--- src/rtl/alu_pkg.sv ---
// Shared ALU constants and the immediate-extension classifier.
// Used by alu_operand_stage and register_file.
package alu_pkg;

    localparam int unsigned DATA_W   = 32;
    localparam int unsigned NUM_REGS = 32;
    localparam int unsigned REG_AW   = 5;
    localparam int unsigned CTRL_W   = 4;
    localparam int unsigned IMM_W    = 16;

    localparam logic [CTRL_W-1:0] AluAnd = 4'b0000;
    localparam logic [CTRL_W-1:0] AluOr  = 4'b0001;
    localparam logic [CTRL_W-1:0] AluAdd = 4'b0010;
    localparam logic [CTRL_W-1:0] AluSub = 4'b0110;
    localparam logic [CTRL_W-1:0] AluSlt = 4'b0111;
    localparam logic [CTRL_W-1:0] AluXor = 4'b1010;
    localparam logic [CTRL_W-1:0] AluNor = 4'b1100;
    localparam logic [CTRL_W-1:0] AluLui = 4'b1110;

    // Logical ops take a zero-extended immediate; everything else sign-extends.
    function automatic logic is_logical(input logic [CTRL_W-1:0] code);
        return (code == AluAnd) || (code == AluOr) || (code == AluXor) ||
               (code == AluNor) || (code == AluLui);
    endfunction

endpackage

--- src/rtl/register_file.sv ---
// Register file with two combinational read ports and one write port.
// Entry 0 reads as zero and is never written; asynchronous active-low clear.
module register_file
    import alu_pkg::*;
#(
    parameter int unsigned Width = DATA_W,
    parameter int unsigned Depth = NUM_REGS
) (
    input  logic              i_clk,
    input  logic              i_rst_n,
    input  logic [REG_AW-1:0] i_raddr_a,
    input  logic [REG_AW-1:0] i_raddr_b,
    output logic [Width-1:0]  o_rdata_a,
    output logic [Width-1:0]  o_rdata_b,
    input  logic              i_we,
    input  logic [REG_AW-1:0] i_waddr,
    input  logic [Width-1:0]  i_wdata
);

    logic [Width-1:0] r_mem [Depth];

    always_ff @(posedge i_clk or negedge i_rst_n) begin
        if (!i_rst_n) begin
            for (int i = 0; i < Depth; i++) begin
                r_mem[i] <= '0;
            end
        end else if (i_we && (i_waddr != '0)) begin
            r_mem[i_waddr] <= i_wdata;
        end
    end

    assign o_rdata_a = (i_raddr_a == '0) ? '0 : r_mem[i_raddr_a];
    assign o_rdata_b = (i_raddr_b == '0) ? '0 : r_mem[i_raddr_b];

endmodule

--- src/rtl/alu_operand_stage.sv ---
// Operand-fetch/issue stage: register file, operand forwarding and the ID/EX register.
// OPSTAGE_FWD_EN enables EX forward, WB bypass and stall refresh of held operands.
module alu_operand_stage
    import alu_pkg::*;
#(
    parameter int unsigned n    = DATA_W,
    parameter int unsigned REGS = NUM_REGS
) (
    input  logic              Clk,
    input  logic              Reset_L,
    input  logic              InValid,
    output logic              InReady,
    input  logic [REG_AW-1:0] RA,
    input  logic [REG_AW-1:0] RB,
    input  logic [IMM_W-1:0]  Imm,
    input  logic              ALUSrc,
    input  logic [CTRL_W-1:0] ALUCtrlIn,
    input  logic [REG_AW-1:0] RdIn,
    input  logic              RegWrIn,
    input  logic              Stall,
    input  logic              Flush,
    input  logic [n-1:0]      ExResult,
    input  logic [REG_AW-1:0] RW,
    input  logic [n-1:0]      WbData,
    input  logic              RegWr,
    output logic [n-1:0]      BusA,
    output logic [n-1:0]      BusB,
    output logic [CTRL_W-1:0] ALUCtrl,
    output logic [REG_AW-1:0] RdOut,
    output logic              RegWrOut,
    output logic              OutValid
);

    logic [n-1:0]      w_rf_a;
    logic [n-1:0]      w_rf_b;
    logic [n-1:0]      w_op_a;
    logic [n-1:0]      w_op_b;
    logic [n-1:0]      w_imm_ext;
    logic [n-1:0]      w_bus_b_in;

    logic [n-1:0]      r_bus_a;
    logic [n-1:0]      r_bus_b;
    logic [CTRL_W-1:0] r_alu_ctrl;
    logic [REG_AW-1:0] r_rd;
    logic              r_reg_wr;
    logic              r_valid;
    logic [REG_AW-1:0] r_ra;
    logic [REG_AW-1:0] r_rb;
    logic              r_alusrc;

    register_file #(
        .Width (n),
        .Depth (REGS)
    ) u_register_file (
        .i_clk     (Clk),
        .i_rst_n   (Reset_L),
        .i_raddr_a (RA),
        .i_raddr_b (RB),
        .o_rdata_a (w_rf_a),
        .o_rdata_b (w_rf_b),
        .i_we      (RegWr),
        .i_waddr   (RW),
        .i_wdata   (WbData)
    );

`ifdef OPSTAGE_FWD_EN
    // EX forward beats WB bypass; the in-stage result is the younger value.
    always_comb begin
        w_op_a = w_rf_a;
        if (RA == '0) begin
            w_op_a = '0;
        end else if (r_valid && r_reg_wr && (r_rd == RA)) begin
            w_op_a = ExResult;
        end else if (RegWr && (RW == RA)) begin
            w_op_a = WbData;
        end
    end

    always_comb begin
        w_op_b = w_rf_b;
        if (RB == '0) begin
            w_op_b = '0;
        end else if (r_valid && r_reg_wr && (r_rd == RB)) begin
            w_op_b = ExResult;
        end else if (RegWr && (RW == RB)) begin
            w_op_b = WbData;
        end
    end
`else
    logic w_unused_fwd;

    assign w_op_a       = w_rf_a;
    assign w_op_b       = w_rf_b;
    assign w_unused_fwd = ^{ExResult, r_ra, r_rb, r_alusrc};
`endif

    assign w_imm_ext  = is_logical(ALUCtrlIn) ? {{(n-IMM_W){1'b0}}, Imm}
                                              : {{(n-IMM_W){Imm[IMM_W-1]}}, Imm};
    assign w_bus_b_in = ALUSrc ? w_imm_ext : w_op_b;

    always_ff @(posedge Clk or negedge Reset_L) begin
        if (!Reset_L) begin
            r_bus_a    <= '0;
            r_bus_b    <= '0;
            r_alu_ctrl <= AluAnd;
            r_rd       <= '0;
            r_reg_wr   <= 1'b0;
            r_valid    <= 1'b0;
            r_ra       <= '0;
            r_rb       <= '0;
            r_alusrc   <= 1'b0;
        end else if (Flush) begin
            r_valid  <= 1'b0;
            r_reg_wr <= 1'b0;
        end else if (Stall) begin
`ifdef OPSTAGE_FWD_EN
            // Keep held operands coherent with write-backs that land during the stall.
            if (r_valid && RegWr && (RW != '0)) begin
                if (RW == r_ra) begin
                    r_bus_a <= WbData;
                end
                if (!r_alusrc && (RW == r_rb)) begin
                    r_bus_b <= WbData;
                end
            end
`endif
        end else begin
            r_bus_a    <= w_op_a;
            r_bus_b    <= w_bus_b_in;
            r_alu_ctrl <= ALUCtrlIn;
            r_rd       <= RdIn;
            r_reg_wr   <= RegWrIn & InValid;
            r_valid    <= InValid;
            r_ra       <= RA;
            r_rb       <= RB;
            r_alusrc   <= ALUSrc;
        end
    end

    assign InReady  = !Stall;
    assign BusA     = r_bus_a;
    assign BusB     = r_bus_b;
    assign ALUCtrl  = r_alu_ctrl;
    assign RdOut    = r_rd;
    assign RegWrOut = r_reg_wr;
    assign OutValid = r_valid;

endmodule

--- config.mk ---
export PLATFORM = sky130hd
export DESIGN_NAME = alu_operand_stage
export DESIGN_NICKNAME = d
export VERILOG_FILES = /design/src/rtl/alu_pkg.sv /design/src/rtl/register_file.sv /design/src/rtl/alu_operand_stage.sv
export SDC_FILE = /design/constraint.sdc
export NUM_CORES = 2
export LEC_CHECK = 0
export BUFFER_PORTS_ARGS = -buffer_cell sky130_fd_sc_hd__clkbuf_2
export CAP_MARGIN = 0
export CELL_PAD_IN_SITES_DETAIL_PLACEMENT = 0
export CELL_PAD_IN_SITES_GLOBAL_PLACEMENT = 1
export CORE_MARGIN = 2
export CORE_UTILIZATION = 45
export CTS_BUF_LIST = sky130_fd_sc_hd__clkbuf_16
export CTS_CLUSTER_SIZE = 20
export DETAILED_ROUTE_END_ITERATION = 8
export MAX_ROUTING_LAYER = met4
export PLACE_DENSITY_LB_ADDON = 0.1
export SLEW_MARGIN = 5
export SYNTH_ARGS = -nofsm -noshare
export SYNTH_HDL_FRONTEND = slang
export SYNTH_SLANG_ARGS = --single-unit
--- constraint.sdc ---
create_clock -name Clk -period 1.7 [get_ports Clk]
set_input_delay 0.255 -clock Clk [delete_from_list [all_inputs] [get_ports Clk]]
set_output_delay 0.255 -clock Clk [all_outputs]
set_load 0.03 [all_outputs]
=== After elaboration in Yosys (flattened, before gate mapping) ===
Index checks and enable logic that the tools add are counted.

* Memories kept: 0
* Latch bits: 0
* Input port bits: 112
* ROM bits: 0
* RAM bits: 0
* Flip-flop bits (word level): 1,099

* Reduce and logical (&&, ||, !) cells: 12
* Bitwise gates (word level): 6
* Shift operators: 0
* Magnitude comparators: 4
* Eq/ne operators: 5
* Div/mod/pow operators: 0
* Add/sub/neg operators: 0
* Multipliers: 0
* Muxes and demuxes: 17

{| class="wikitable"
|+ Operator list
! kind !! count
|-
| bitwise mux 1024 bit || 1
|-
| binary-select mux 32 bit (select 5 bit) || 2
|-
| 2-to-1 mux 32 bit || 9
|-
| demux 32 bit (select 5 bit) || 1
|-
| >= comparator 6 bit, second input constant || 3
|-
| NOT 5 -> 6 bit || 3
|-
| == test 4 bit, second input constant || 3
|-
| zero test 5 bit || 2
|-
| less-than comparator 6 x 1 -> 1 bit, second input constant || 1
|-
| nonzero test 5 bit || 1
|-
| == test 4 x 1 -> 1 bit, second input constant || 1
|-
| zero test 4 bit || 1
|-
| logical OR 1 bit || 4
|-
| 2-to-1 mux 1 bit || 4
|-
| logical AND 1 bit || 2
|-
| != test 2 x 1 -> 1 bit, second input constant || 1
|-
| NOT 1 bit || 2
|-
| AND reduction 2 bit || 1
|-
| AND 1 bit || 1
|-
| zero test 1 bit || 1
|}

=== Depth between registers and ports, before layout ===
* Depth after elaboration: 7
* Gate-level depth with buffers: 10
* Depth with buffers taken out: 5

=== Modules after synthesis ===
From an unflattened synthesis, not the netlist that was laid out.

* Cell total of the unflattened synthesis: 3,753
* Area total of the unflattened synthesis: 57,118.5 µm²

{| class="wikitable"
|+ Modules (own cells, without submodules)
! module !! sequential area each (µm²) !! times used !! cells an instance !! area each (µm²)
|-
| register_file || 25,624.6 || 1 || 3,514 || 54,019.3
|-
| alu_operand_stage || 1,876.8 || 1 || 239 || 3,099.2
|}

=== Least setup slack after synthesis ===
OpenSTA, ideal clock, no wires.

* Path kind: input to register
* Start point: input RB[0]
* End point: register r_bus_b[16] (netlist: BusB[16])
* Required time: 1.579 ns
* Library setup time: 0.121 ns
* Cell stages on the path: 7
* Data arrival time: 1.796 ns
* Setup slack: -0.217 ns
* Path through: buf_6 -> buf_6 -> buf_2 -> mux4_2 -> a22oi_1 -> nand3_1 -> o22a_1

* Word-level cells in the longest chain between the ends: 6
* Elaborated cells between the ends (all ways): 7
* Those cells by class: mux (5); bitwise (1); reduce/logical (1)

{| class="wikitable"
|+ Ends and longest elaborated chain
! item !! RTL line !! text
|-
| start, declared || alu_operand_stage.sv:14 || <nowiki>input logic [REG_AW-1:0] RB,</nowiki>
|-
| NOT 5 -> 6 bit (not written as such) || register_file.sv:33 || <nowiki>assign o_rdata_b = (i_raddr_b == '0) ? '0 : r_mem[i_raddr_b];</nowiki>
|-
| binary-select mux 32 bit (select 5 bit) || register_file.sv:33 ||
|-
| 2-to-1 mux 32 bit (not written as such) (2 in a row) || register_file.sv:33 ||
|-
| 2-to-1 mux 32 bit (*) || register_file.sv:33 ||
|-
| 2-to-1 mux 32 bit (*) || alu_operand_stage.sv:99 || <nowiki>assign w_bus_b_in = ALUSrc ? w_imm_ext : w_op_b;</nowiki>
|-
| end signal, assigned || alu_operand_stage.sv:129 || <nowiki>r_bus_b <= w_bus_b_in;</nowiki>
|-
| end, declared || alu_operand_stage.sv:42 || <nowiki>logic [n-1:0] r_bus_b;</nowiki>
|}

Every way passes the cells marked *; elsewhere a longest branch is shown, timed or not. The select of a mux whose other input is x is not followed.
A chain may end at the register's enable or synchronous reset.

=== Worst setup path in the final report ===
* Start point: register u_register_file.r_mem[649] (netlist bit)
* End point: register r_bus_b[9] (netlist: BusB[9])

* Word-level cells in the longest chain between the ends: 5

{| class="wikitable"
|+ Ends and longest elaborated chain
! item !! RTL line !! text
|-
| start, declared || register_file.sv:20 || <nowiki>logic [Width-1:0] r_mem [Depth];</nowiki>
|-
| start signal, assigned by index || register_file.sv:28 || <nowiki>r_mem[i_waddr] <= i_wdata;</nowiki>
|-
| binary-select mux 32 bit (select 5 bit) || register_file.sv:33 ||
|-
| 2-to-1 mux 32 bit (not written as such) (2 in a row) || register_file.sv:33 ||
|-
| 2-to-1 mux 32 bit || register_file.sv:33 ||
|-
| 2-to-1 mux 32 bit || alu_operand_stage.sv:99 ||
|}

No other way between the ends. The select of a mux whose other input is x is not followed.

==> out/metrics.csv <==
stage,metric,value,unit
placed_design,GP Congestion,0.8723,
floorplan,Initial Util,45.38,%
route,mean number of vias per cell,6.449,
run_status,outcome,finished with violations,
layout,final instance area,0.06860,mm²
yosys,ys flop type,dfrtp_1,
sta,actual slew at the worst max-slew pin,0.7923,ns
layout,Area Overhead vs Synth,20.21,%
clock_network,# clock sinks,1099,
grt,GRT Total Usage,30.67,%
clock_network,Worst-Skew Late Latency,0.76,ns
placed_design,Final HPWL DP,129.5,mm
floorplan,Die Ht,360.1,µm
yosys,Post-Syn Instances,3802,
power,sw power,21.69,mW
sta,period utilization,102.8,%
yosys,ys async rst share,100.0,%
power,total power,78.46,mW
yosys,Synth Area per Inst,15.01,µm²
floorplan,die width,360.1,µm
sta,max-slew violation count,0,
floorplan,core area,0.1257,mm²
yosys,synthesized area,0.05706,mm²
placed_design,DP Area,0.06382,mm²
sta,Final Setup Violations,2,
clock_network,"CTS clk-pin slew, worst paths",0.06,ns
clock_network,Clock Tree Root,clkbuf_16,
yosys,"count leader, synth",dfrtp_1,
grt,largest net degree at the start of global routing,83,
placed_design,dpl ws,-0.4956,ns
sta,Slew HR,47.07,%
yosys,post-synth top area cell,dfrtp_1,
yosys,Post-synth EDFFs,0,
setup_path,Setup crit start kind,register,
setup_path,Critical Path RT,2.34,ns
power,P per Cell Area,1144,mW/mm²
placed_design,placed cell count,5638,
grt,first-pass GRT wire length,282.2,mm
route,Initial DRT Pass Iterations,5,
sta,clock period minus worst slack,1.747,ns
yosys,synth top area cells,"dfrtp_1 (48%), mux2_2 (20%), mux4_2 (18%)",
layout,post-layout util,54.56,%
clock_network,# H-tree levels,4,
route,post-DR wirelength/cell,32.51,µm
layout,Final Non-Filler Cells,5903,
yosys,YS warnings,0,
grt,vias in the first global route,39806,
clock_network,Num CTS Buffers,130,
power,clock power share,34.7,%
route,remaining antenna violation count,0,
grt,gr ovfl total,0,
run_status,failing checks,setup timing,
placed_design,Port Buffers,155,
power,Switching Fraction,27.64,%
sta,hold slack,0.05845,ns
yosys,Yosys top cell area share,48.20,%
clock_network,CTS max path bufs,3,
layout,# nets final,4269,
setup_path,Worst setup EP type,register,
route,DR iter-0 viols,3325,
power,Reg power frac,44.6,%
sta,Worst Skew,0.01958,ns
clock_network,CTS tree,done,
sta,"Hold Violations, Final",0,
floorplan,row count,130,
floorplan,io pins,188,
route,Post-Route WL,191.9,mm
power,P_leak,30.32,nW
power,combinational share of power,20.7,%
job,Max Cap Violations,0,
sta,final setup margin,-0.04735,ns
grt,antenna violations before repair,5,
setup_path,CP Class,register to register,
setup_path,Worst EP arrival,2.39,ns
floorplan,Die ar.,0.1297,mm²
setup_path,Worst Path Max Fanout,2,
power,worst vdd ir,0.9973,mV
sta,RSZ-0062 raised after global routing,true,
layout,share of cells above drive strength 1,54.72,%
sta,Setup TNS,-0.06506,ns
yosys,top post-synthesis cells by count,"dfrtp_1 (1,099), mux2_2 (995), mux4_2 (449)",
worst_hold_path,type of the worst min-delay path,primary input to register,
power,Int Power,56.77,mW
yosys,synth unique cells,48,
route,DR vias,38069,
sta,max frequency,572.3,MHz
yosys,sequential cell area fraction in the yosys report,48.20,%
yosys,Synth Register Bits,1099,
yosys,Mapped Nets,3914,
route,DRC,0,
[worst paths after layout]
check	start	to	slack, ns	cells after the start
worst max-delay path	u_register_file.r_mem[649]	BusB[9]	-0.05	5
worst min-delay path	Imm[0]	BusB[0]	0.06	4
worst max register to register	u_register_file.r_mem[649]	BusB[9]	-0.05	5
worst min register to register	u_register_file.r_mem[1006]	u_register_file.r_mem[1006]	0.38	0
max in group asynchronous	Reset_L	u_register_file.r_mem[378]	0.72	3
min in group asynchronous	Reset_L	u_register_file.r_mem[728]	0.08	2
[logic make-up after synthesis]
group | share of synthesized area [%]
AO/OA/AOI/OAI | 4.440
buffers and inverters | 3.489
flip-flops | 48.20
multiplexers | 41.85
AND/OR/NAND/NOR | 2.028
[state kept, by name (all words and copies together), names as in the netlist]
name / flops
BusA: 32
OutValid: 1
ALUCtrl: 4
u_register_file.r_mem: 1024
RdOut: 5
RegWrOut: 1
BusB: 32
[cell type report]
class / instances / area, µm²
Clock inverter: 87 / 631.9
Antenna cell: 2 / 5.005
Clock buffer: 139 / 3478
Inverter: 2 / 7.507
Sequential cell: 1099 / 27520
Multi-Input combinational cell: 2275 / 27880
Fill cell: 10055 / 57140
Timing Repair Buffer: 649 / 7014
Tap cell: 1650 / 2064
[worst max-delay path: stages, from the launching register on]
cell and delay [ns]:
dfrtp_1 0.37, mux4_2 0.48, nor2b_4 0.14, a211oi_2 0.24, a211oi_2 0.06, o32a_1 0.35
[placed cells by master (no fill, tap or decap), drive strengths merged, types with 35 or more instances in the layout]
cell,netlist,layout
mux4,449,449
a22oi,78,78
nand3,48,48
nand2,77,77
a21oi,42,42
inv,2,35
a211oi,80,80
clkbuf,228,280
mux2i,256,256
dfrtp,1099,1099
nor2,42,42
nor2b,38,38
mux2,995,995
clkinv,0,45
buf,198,482
[power by group through the flow]
stage	registers [mW]	logic [mW]	clock network (mW)
2_1_floorplan	34.3	11.1	0
3_3_place_gp	34.7	15.5	0
3_5_place_dp	35.2	15.9	0
4_1_cts	34.8	16.3	27.9
5_1_grt	35.5	17.3	29.0
6_report	35.0	16.2	27.3
[repair_timing]
item,CTS,global route
buffers inserted,9,2
gates resized for setup,73,19
hold buffers,26,0
pin swaps,5,4
endpoints found under the setup margin,40,21
endpoints found under the hold margin,539,0
[metal layers]
metal	GRT usage, %	vias up	part of all wire [%]
li1	-	15380	-
met1	43.45	20967	44
met2	45.99	1409	46
met3	5.198	313	6.8
met4	8.148	0	2.4
met5	-	-	0
Note: power is estimated with default switching activity, not from simulation.
